==> src/rtl/rv_pkg.sv <==
//------------------------------------------------------------------------------
// rv_pkg
//   Shared RV32 execute-stage definitions: machine width, divide/remainder
//   operation encoding and the single-cycle ALU operation codes.
//   No ports (package).
//------------------------------------------------------------------------------
package rv_pkg;

   localparam int XLEN = 32;

   // RV32M divide/remainder selector as presented on div_op
   typedef enum logic [1:0] {
      OP_DIV  = 2'b00,
      OP_DIVU = 2'b01,
      OP_REM  = 2'b10,
      OP_REMU = 2'b11
   } div_op_t;

   // Single-cycle ALU operation codes
   localparam logic [3:0] ALU_ADD    = 4'd0;
   localparam logic [3:0] ALU_SUB    = 4'd1;
   localparam logic [3:0] ALU_SLL    = 4'd2;
   localparam logic [3:0] ALU_SLT    = 4'd3;
   localparam logic [3:0] ALU_SLTU   = 4'd4;
   localparam logic [3:0] ALU_XOR    = 4'd5;
   localparam logic [3:0] ALU_SRL    = 4'd6;
   localparam logic [3:0] ALU_SRA    = 4'd7;
   localparam logic [3:0] ALU_OR     = 4'd8;
   localparam logic [3:0] ALU_AND    = 4'd9;
   localparam logic [3:0] ALU_MUL    = 4'd10;
   localparam logic [3:0] ALU_MULH   = 4'd11;
   localparam logic [3:0] ALU_MULHSU = 4'd12;
   localparam logic [3:0] ALU_MULHU  = 4'd13;

   // DIV and REM treat their operands as two's-complement values
   function automatic logic div_op_is_signed(input div_op_t op);
      return (op == OP_DIV) || (op == OP_REM);
   endfunction

   // REM and REMU return the remainder instead of the quotient
   function automatic logic div_op_is_rem(input div_op_t op);
      return (op == OP_REM) || (op == OP_REMU);
   endfunction

endpackage

==> src/rtl/div_step.sv <==
//------------------------------------------------------------------------------
// div_step
//   One combinational radix-2 restoring-division iteration. The quotient
//   register doubles as the dividend shift register: its MSB is shifted into
//   the partial remainder and the new quotient bit enters at its LSB.
// Ports
//   rem      in   WIDTH  partial remainder (always < divisor)
//   quo      in   WIDTH  remaining dividend bits / quotient bits so far
//   divisor  in   WIDTH  divisor magnitude
//   rem_out  out  WIDTH  updated partial remainder
//   quo_out  out  WIDTH  updated quotient/dividend register
//------------------------------------------------------------------------------
module div_step #(
   parameter int WIDTH = 32
) (
   input  logic [WIDTH-1:0] rem,
   input  logic [WIDTH-1:0] quo,
   input  logic [WIDTH-1:0] divisor,
   output logic [WIDTH-1:0] rem_out,
   output logic [WIDTH-1:0] quo_out
);

   logic [WIDTH:0] rem_shift_s;
   logic [WIDTH:0] diff_s;

   // Trial subtraction and restore decision for one quotient bit
   always_comb begin
      // The shifted remainder keeps all WIDTH bits of rem: with a divisor
      // above 2^(WIDTH-1) the partial remainder can itself exceed that, so
      // dropping its top bit would corrupt the result.
      rem_shift_s = {rem, quo[WIDTH-1]};
      diff_s      = rem_shift_s - {1'b0, divisor};
      // rem_shift_s < 2*divisor, so a non-negative difference always fits in
      // WIDTH bits and diff_s[WIDTH] is a pure borrow flag.
      if (diff_s[WIDTH] == 1'b0) begin
         rem_out = diff_s[WIDTH-1:0];
         quo_out = {quo[WIDTH-2:0], 1'b1};
      end else begin
         rem_out = rem_shift_s[WIDTH-1:0];
         quo_out = {quo[WIDTH-2:0], 1'b0};
      end
   end

endmodule

==> src/rtl/div_sequencer.sv <==
//------------------------------------------------------------------------------
// div_sequencer
//   Multi-cycle RV32M DIV/DIVU/REM/REMU unit for the execute stage. Accepts one
//   operation per start handshake, runs WIDTH restoring-division iterations on
//   operand magnitudes, applies the sign fix-up and offers the result on a
//   valid/ready handshake. Divide-by-zero and signed overflow are answered at
//   accept time without iterating. busy stalls the pipeline while not idle.
// Ports
//   clk           in   1      rising-edge clock
//   rst           in   1      synchronous active-high reset
//   start         in   1      launch request, taken only while ready=1
//   div_op        in   2      operation select (rv_pkg::div_op_t)
//   inA           in   WIDTH  dividend (rs1)
//   inB           in   WIDTH  divisor (rs2)
//   flush         in   1      abort in-flight operation / discard result
//   ready         out  1      idle, start will be accepted
//   busy          out  1      not idle (stall request)
//   result_valid  out  1      result is presented
//   result_ready  in   1      consumer takes the result this cycle
//   result        out  WIDTH  quotient or remainder
//------------------------------------------------------------------------------
module div_sequencer
   import rv_pkg::*;
#(
   parameter int WIDTH = XLEN
) (
   input  logic             clk,
   input  logic             rst,
   input  logic             start,
   input  logic [1:0]       div_op,
   input  logic [WIDTH-1:0] inA,
   input  logic [WIDTH-1:0] inB,
   input  logic             flush,
   output logic             ready,
   output logic             busy,
   output logic             result_valid,
   input  logic             result_ready,
   output logic [WIDTH-1:0] result
);

   localparam int CNT_W = (WIDTH > 1) ? $clog2(WIDTH) : 1;

   localparam logic [1:0] ST_IDLE = 2'b00;
   localparam logic [1:0] ST_BUSY = 2'b01;
   localparam logic [1:0] ST_DONE = 2'b10;

   localparam logic [CNT_W-1:0] CNT_LAST = CNT_W'(WIDTH - 1);
   localparam logic [CNT_W-1:0] CNT_ZERO = {CNT_W{1'b0}};
   localparam logic [CNT_W-1:0] CNT_ONE  = {{(CNT_W-1){1'b0}}, 1'b1};

   localparam logic [WIDTH-1:0] W_ZERO = {WIDTH{1'b0}};
   localparam logic [WIDTH-1:0] W_ONES = {WIDTH{1'b1}};
   localparam logic [WIDTH-1:0] W_MIN  = {1'b1, {(WIDTH-1){1'b0}}};
   localparam logic [WIDTH-1:0] W_ONE  = {{(WIDTH-1){1'b0}}, 1'b1};

   // Two's-complement negation
   function automatic logic [WIDTH-1:0] neg_w(input logic [WIDTH-1:0] v);
      return ~v + W_ONE;
   endfunction

   // Registered state
   logic [1:0]       state_q,     state_d;
   logic [CNT_W-1:0] cnt_q,       cnt_d;
   logic [WIDTH-1:0] rem_q,       rem_d;
   logic [WIDTH-1:0] quo_q,       quo_d;
   logic [WIDTH-1:0] divisor_q,   divisor_d;
   logic             neg_quo_q,   neg_quo_d;
   logic             neg_rem_q,   neg_rem_d;
   logic             sel_rem_q,   sel_rem_d;
   logic [WIDTH-1:0] result_q,    result_d;
   logic             ready_q,     ready_d;
   logic             busy_q,      busy_d;
   logic             valid_q,     valid_d;

   // Combinational decode
   div_op_t          op_s;
   logic             is_signed_s;
   logic             is_rem_s;
   logic             accept_s;
   logic             div_zero_s;
   logic             overflow_s;
   logic [WIDTH-1:0] mag_a_s;
   logic [WIDTH-1:0] mag_b_s;
   logic [WIDTH-1:0] step_rem_s;
   logic [WIDTH-1:0] step_quo_s;
   logic [WIDTH-1:0] fix_quo_s;
   logic [WIDTH-1:0] fix_rem_s;

   div_step #(
      .WIDTH   (WIDTH)
   ) u_div_step (
      .rem     (rem_q),
      .quo     (quo_q),
      .divisor (divisor_q),
      .rem_out (step_rem_s),
      .quo_out (step_quo_s)
   );

   // Operation decode, operand magnitudes and special-case detection
   always_comb begin
      op_s        = div_op_t'(div_op);
      is_signed_s = div_op_is_signed(op_s);
      is_rem_s    = div_op_is_rem(op_s);
      accept_s    = start & ~flush & (state_q == ST_IDLE);
      div_zero_s  = (inB == W_ZERO);
      overflow_s  = is_signed_s & (inA == W_MIN) & (inB == W_ONES);
      if (is_signed_s & inA[WIDTH-1]) begin
         mag_a_s = neg_w(inA);
      end else begin
         mag_a_s = inA;
      end
      if (is_signed_s & inB[WIDTH-1]) begin
         mag_b_s = neg_w(inB);
      end else begin
         mag_b_s = inB;
      end
   end

   // Sign fix-up applied to the outputs of the final iteration
   always_comb begin
      if (neg_quo_q) begin
         fix_quo_s = neg_w(step_quo_s);
      end else begin
         fix_quo_s = step_quo_s;
      end
      if (neg_rem_q) begin
         fix_rem_s = neg_w(step_rem_s);
      end else begin
         fix_rem_s = step_rem_s;
      end
   end

   // Next-state logic: FSM, iteration counter, operand latch and result
   always_comb begin
      state_d   = state_q;
      cnt_d     = cnt_q;
      rem_d     = rem_q;
      quo_d     = quo_q;
      divisor_d = divisor_q;
      neg_quo_d = neg_quo_q;
      neg_rem_d = neg_rem_q;
      sel_rem_d = sel_rem_q;
      result_d  = result_q;
      case (state_q)
         ST_IDLE: begin
            if (accept_s) begin
               sel_rem_d = is_rem_s;
               neg_quo_d = is_signed_s & (inA[WIDTH-1] ^ inB[WIDTH-1]);
               neg_rem_d = is_signed_s & inA[WIDTH-1];
               if (div_zero_s) begin
                  // RISC-V: x/0 = all ones, x%0 = x (raw dividend)
                  result_d = is_rem_s ? inA : W_ONES;
                  state_d  = ST_DONE;
               end else if (overflow_s) begin
                  // RISC-V: MIN/-1 = MIN, MIN%-1 = 0
                  result_d = is_rem_s ? W_ZERO : inA;
                  state_d  = ST_DONE;
               end else begin
                  rem_d     = W_ZERO;
                  quo_d     = mag_a_s;
                  divisor_d = mag_b_s;
                  cnt_d     = CNT_LAST;
                  state_d   = ST_BUSY;
               end
            end else begin
               state_d = ST_IDLE;
            end
         end
         ST_BUSY: begin
            if (flush) begin
               state_d = ST_IDLE;
            end else begin
               rem_d = step_rem_s;
               quo_d = step_quo_s;
               // The iteration with the counter at zero produces bit 0; its
               // signed result is registered in the same edge.
               if (cnt_q == CNT_ZERO) begin
                  result_d = sel_rem_q ? fix_rem_s : fix_quo_s;
                  state_d  = ST_DONE;
               end else begin
                  cnt_d = cnt_q - CNT_ONE;
               end
            end
         end
         ST_DONE: begin
            // flush with result_ready also lands here: data counts as discarded
            if (flush | result_ready) begin
               state_d = ST_IDLE;
            end else begin
               state_d = ST_DONE;
            end
         end
         default: begin
            state_d = ST_IDLE;
         end
      endcase
   end

   // Handshake outputs registered from the next state so they match state_q
   always_comb begin
      ready_d = (state_d == ST_IDLE);
      busy_d  = (state_d != ST_IDLE);
      valid_d = (state_d == ST_DONE);
   end

   // State and output registers with synchronous reset
   always_ff @(posedge clk) begin
      if (rst) begin
         state_q   <= ST_IDLE;
         cnt_q     <= CNT_ZERO;
         rem_q     <= W_ZERO;
         quo_q     <= W_ZERO;
         divisor_q <= W_ZERO;
         neg_quo_q <= 1'b0;
         neg_rem_q <= 1'b0;
         sel_rem_q <= 1'b0;
         result_q  <= W_ZERO;
         ready_q   <= 1'b1;
         busy_q    <= 1'b0;
         valid_q   <= 1'b0;
      end else begin
         state_q   <= state_d;
         cnt_q     <= cnt_d;
         rem_q     <= rem_d;
         quo_q     <= quo_d;
         divisor_q <= divisor_d;
         neg_quo_q <= neg_quo_d;
         neg_rem_q <= neg_rem_d;
         sel_rem_q <= sel_rem_d;
         result_q  <= result_d;
         ready_q   <= ready_d;
         busy_q    <= busy_d;
         valid_q   <= valid_d;
      end
   end

   assign ready        = ready_q;
   assign busy         = busy_q;
   assign result_valid = valid_q;
   assign result       = result_q;

endmodule

==> config.mk <==
export PLATFORM = sky130hd
export DESIGN_NAME = div_sequencer
export DESIGN_NICKNAME = d
export VERILOG_FILES = /design/src/rtl/rv_pkg.sv /design/src/rtl/div_step.sv /design/src/rtl/div_sequencer.sv
export SDC_FILE = /design/constraint.sdc
export NUM_CORES = 1
export LEC_CHECK = 0
export ABC_AREA = 1
export CORE_MARGIN = 1.5
export CORE_UTILIZATION = 61
export CTS_BUF_LIST = sky130_fd_sc_hd__clkbuf_16
export CTS_CLUSTER_DIAMETER = 120
export CTS_CLUSTER_SIZE = 10
export DETAILED_ROUTE_END_ITERATION = 7
export GPL_ROUTABILITY_DRIVEN = 0
export PLACE_DENSITY = 0.83
export SYNTH_ARGS = -nofsm -noshare
export SYNTH_HDL_FRONTEND = slang
export SYNTH_HIERARCHICAL = 1
export SYNTH_SLANG_ARGS = --single-unit
==> constraint.sdc <==
create_clock -name clk -period 3.8 [get_ports clk]
set_input_delay 0.57 -clock clk [delete_from_list [all_inputs] [get_ports clk]]
set_output_delay 0.57 -clock clk [all_outputs]
set_load 0.1 [all_outputs]
==> qor.yml <==
yosys:
  syn_avg_cell_area_um2: 5.265
  ys.flop_type: "dfxtp_1"
  ys_seq_elements: 141
  synthDistinctLibCells: 44
  ys_async_sr_fraction: 0
  synth_fp_nets: 2824
  netlist_area_um2: 14280
  synthCells: 2713
  ys.warnings.count: 6
  synth_edf_count: 0
  yosysSeqAreaShare: 0.1976
hold_path:
  whs_path_depth: 2
  hold_path_end: "quo_q[0]"
  min_from: "quo_q[0]"
  holdCritPathClass: "reg -> reg"
clock_network:
  postCtsSetupRepairBufs: 0
  clockBufferDepth: 2
  htreeDepth: 4
  cts_tree: "yes"
  clock-root-buffer: "clkbuf_16"
  insertion_delay_ns: 0.43
  cts.clk_slew.worst_paths_ns: 0.07
  cts.sinks: 141
  hold_buffers: 0
  numCtsBuffers: 17
setup_path:
  rrSetupSlack_ns: 0.22
  max_stage_delay_ns: 0.37
  cp_common_cell: "nand2_1"
  crit_fanout: 22
  rr_worst_depth: 28
  end_kind: "flop"
  crit_type: "reg -> reg"
  arrival_ns: 3.91
  rr_startpoint: "quo_q[31]"
  cp_slowest_cell: "fa_2"
  cp.required_ns: 4.13
  r2r_end: "result[23]"
  cp-start-kind: "flop"
power_and_ir_drop:
  cellPowerDensity_nw_per_um2: 400.3
  power.leakage_uw: 0.007987
  ir_drop_mv: 0.2726
sta:
  fmax_mhz: 279.6
  min_period_ns: 3.577
  worstMarginPinSlew_ns: 1.051
  fin_crit_sh: 0.9412
  finClkSkew_ns: 0.01535
  setup_violations: 0
  drv_slew: 0
  finalHoldViolations: 0
  slew_headroom: 0.2974
  finalSetupTns_ns: 0
  fin_ws_ns: 0.2234
die:
  die_h_um: 156.0
  coreArea_um2: 22780
  start_util: 0.6271
  die_area_um2: 24340
  die_width_um: 156.0
  pin_count: 106
  rows: 55
finish:
  final_area_um2: 16040
  layout_common_cells: "925 x nand2_1, 456 x nor2_1, 324 x inv_1"
  layout-drive-gt1-share: 0.04578
  layoutNonFillerInstCount: 3065
  final_common_cell: "nand2_1"
  final_nets: 2850
  fillCellCount: 2159
  antennaDiodeCount: 0
  synthToLayoutAreaGrowth_pct: 12.30
routing:
  drtIter0Drc: 2150
  drc: 0
  vias: 17420
  viasPerCell: 5.682
  ant_nets: 0
  wl_per_cell_um: 15.45
  firstDrtPassIters: 7
  routed_wirelength_um: 47370
placement:
  place_ws_ns: 0.03708
  postPlaceCellArea_um2: 15350
  hpwl_um: 36560
  placed_cells: 3033
  portBuffers: 105
grt:
  grt_use_met2: 0.5860
  grt_usage: 0.3875
  overflow: 0
  antenna_found_initial: 0
  use_met1: 0.5283
  grt_pass1_wl_um: 74720
  grt_start_max_net_pins: 76
  grt.busiest_layer: "met2"
  groute.layer.met3.usage: 0.08611
  grt_pass1_vias: 15000
job:
  max-cap-violations: 0
run_status:
  status: "finished, final reports clean"
## stage by stage
step / util / hold WS (ns) / power [uW]
final: 0.7042 / 0.4837 / 6420
after global routing: 0.7042 / 0.5156 / 6814
after CTS: 0.6990 / 0.4892 / 6220
after detailed placement: 0.6738 / 0.4788 / 4554
after global placement: 0.6738 / 0.4542 / 4510
after floorplan: - / 0.4436 / 3826
## logic make-up (layout without fill, tap and decap cells)
family	count (synthesis)	count (layout)	share of synthesized area
and+or+nand+nor	1732	1732	0.4955
DFF	141	141	0.1976
xor gates and xnor gates	49	49	0.03005
AOI/OAI and AO/OA	293	293	0.1069
adders and majority gates	40	40	0.03556
buffers and inverters	458	497	0.1344
## flip-flops by register name, summed over array words and instances (netlist names)
name	count
rem_q	32
quo_q	32
result	32
neg_rem_q	1
state_q	2
neg_quo_q	1
divisor_q	32
cnt_q	5
sel_rem_q	1
result_valid	1
busy	1
ready	1
## synthesized netlist by cell type (5+ instances only)
cell type	n	area [um2]
nand2_1	933	3502
nor2_1	474	1779
inv_1	324	1216
nand3_1	231	1156
o21ai_0	150	750.7
dfxtp_1	141	2823
a21oi_1	111	555.5
clkbuf_1	66	247.7
xor2_1	44	385.4
ha_1	39	488.0
buf_4	36	270.3
nand4_1	32	200.2
nor3_1	18	90.09
buf_2	16	80.08
nand2_2	10	62.56
nand3b_1	9	67.56
o21bai_1	8	60.06
a31oi_1	7	43.79
buf_6	6	67.56
o22ai_1	5	31.28
xnor2_1	5	43.79
## layout make-up
class / instances / area, um2 / area share
Multi-Input combinational cell: 2114 / 9681 / 0.6035
Tap cell: 313 / 391.6 / 0.02441
Clock buffer: 17 / 425.4 / 0.02652
Sequential cell: 141 / 2823 / 0.1760
Clock inverter: 15 / 146.4 / 0.009126
Timing Repair Buffer: 135 / 1334 / 0.08315
Inverter: 330 / 1240 / 0.07730
## timing repair
item	CTS	global route
resized for setup	1	43
hold endpoints to repair	0	0
endpoints found under the setup margin	1	27
pin swaps	0	5
## power by group
group | total [uW] | internal (uW) | switching [uW]
clock | 1670 | 964 | 703
combinational | 3080 | 953 | 2130
sequential | 1670 | 1580 | 98.2
## metal layers
| layer | vias to the layer above | wire (um) | share of wire |
|---|---|---|---|
| met3 | 168 | 6181 | 0.13 |
| met4 | 0 | 2073 | 0.044 |
| met2 | 1085 | 19750 | 0.42 |
| met5 | - | 0 | 0 |
| met1 | 7647 | 19360 | 0.41 |
| li1 | 8516 | - | - |
## how the worst max path moves through the flow
stage	from	end	slack (ns)	cells after the start
2_1_floorplan	quo_q[31]	result[28]	0.52	29
3_3_place_gp	quo_q[31]	result[28]	0.19	28
3_5_place_dp	quo_q[31]	result[28]	0.04	28
4_1_cts	quo_q[31]	result[15]	0.04	27
5_1_grt	quo_q[31]	result[29]	-0.03	27
6_report	quo_q[31]	result[23]	0.22	28
## worst max-delay path, delay by kind of cell (launching register included)
family	cells	cell delay, ns
buffers and inverters	3	0.33
DFF	1	0.34
and+or+nand+nor	23	2.18
adders and majority gates	2	0.60
No activity file was read; power rests on OpenSTA's default activity.
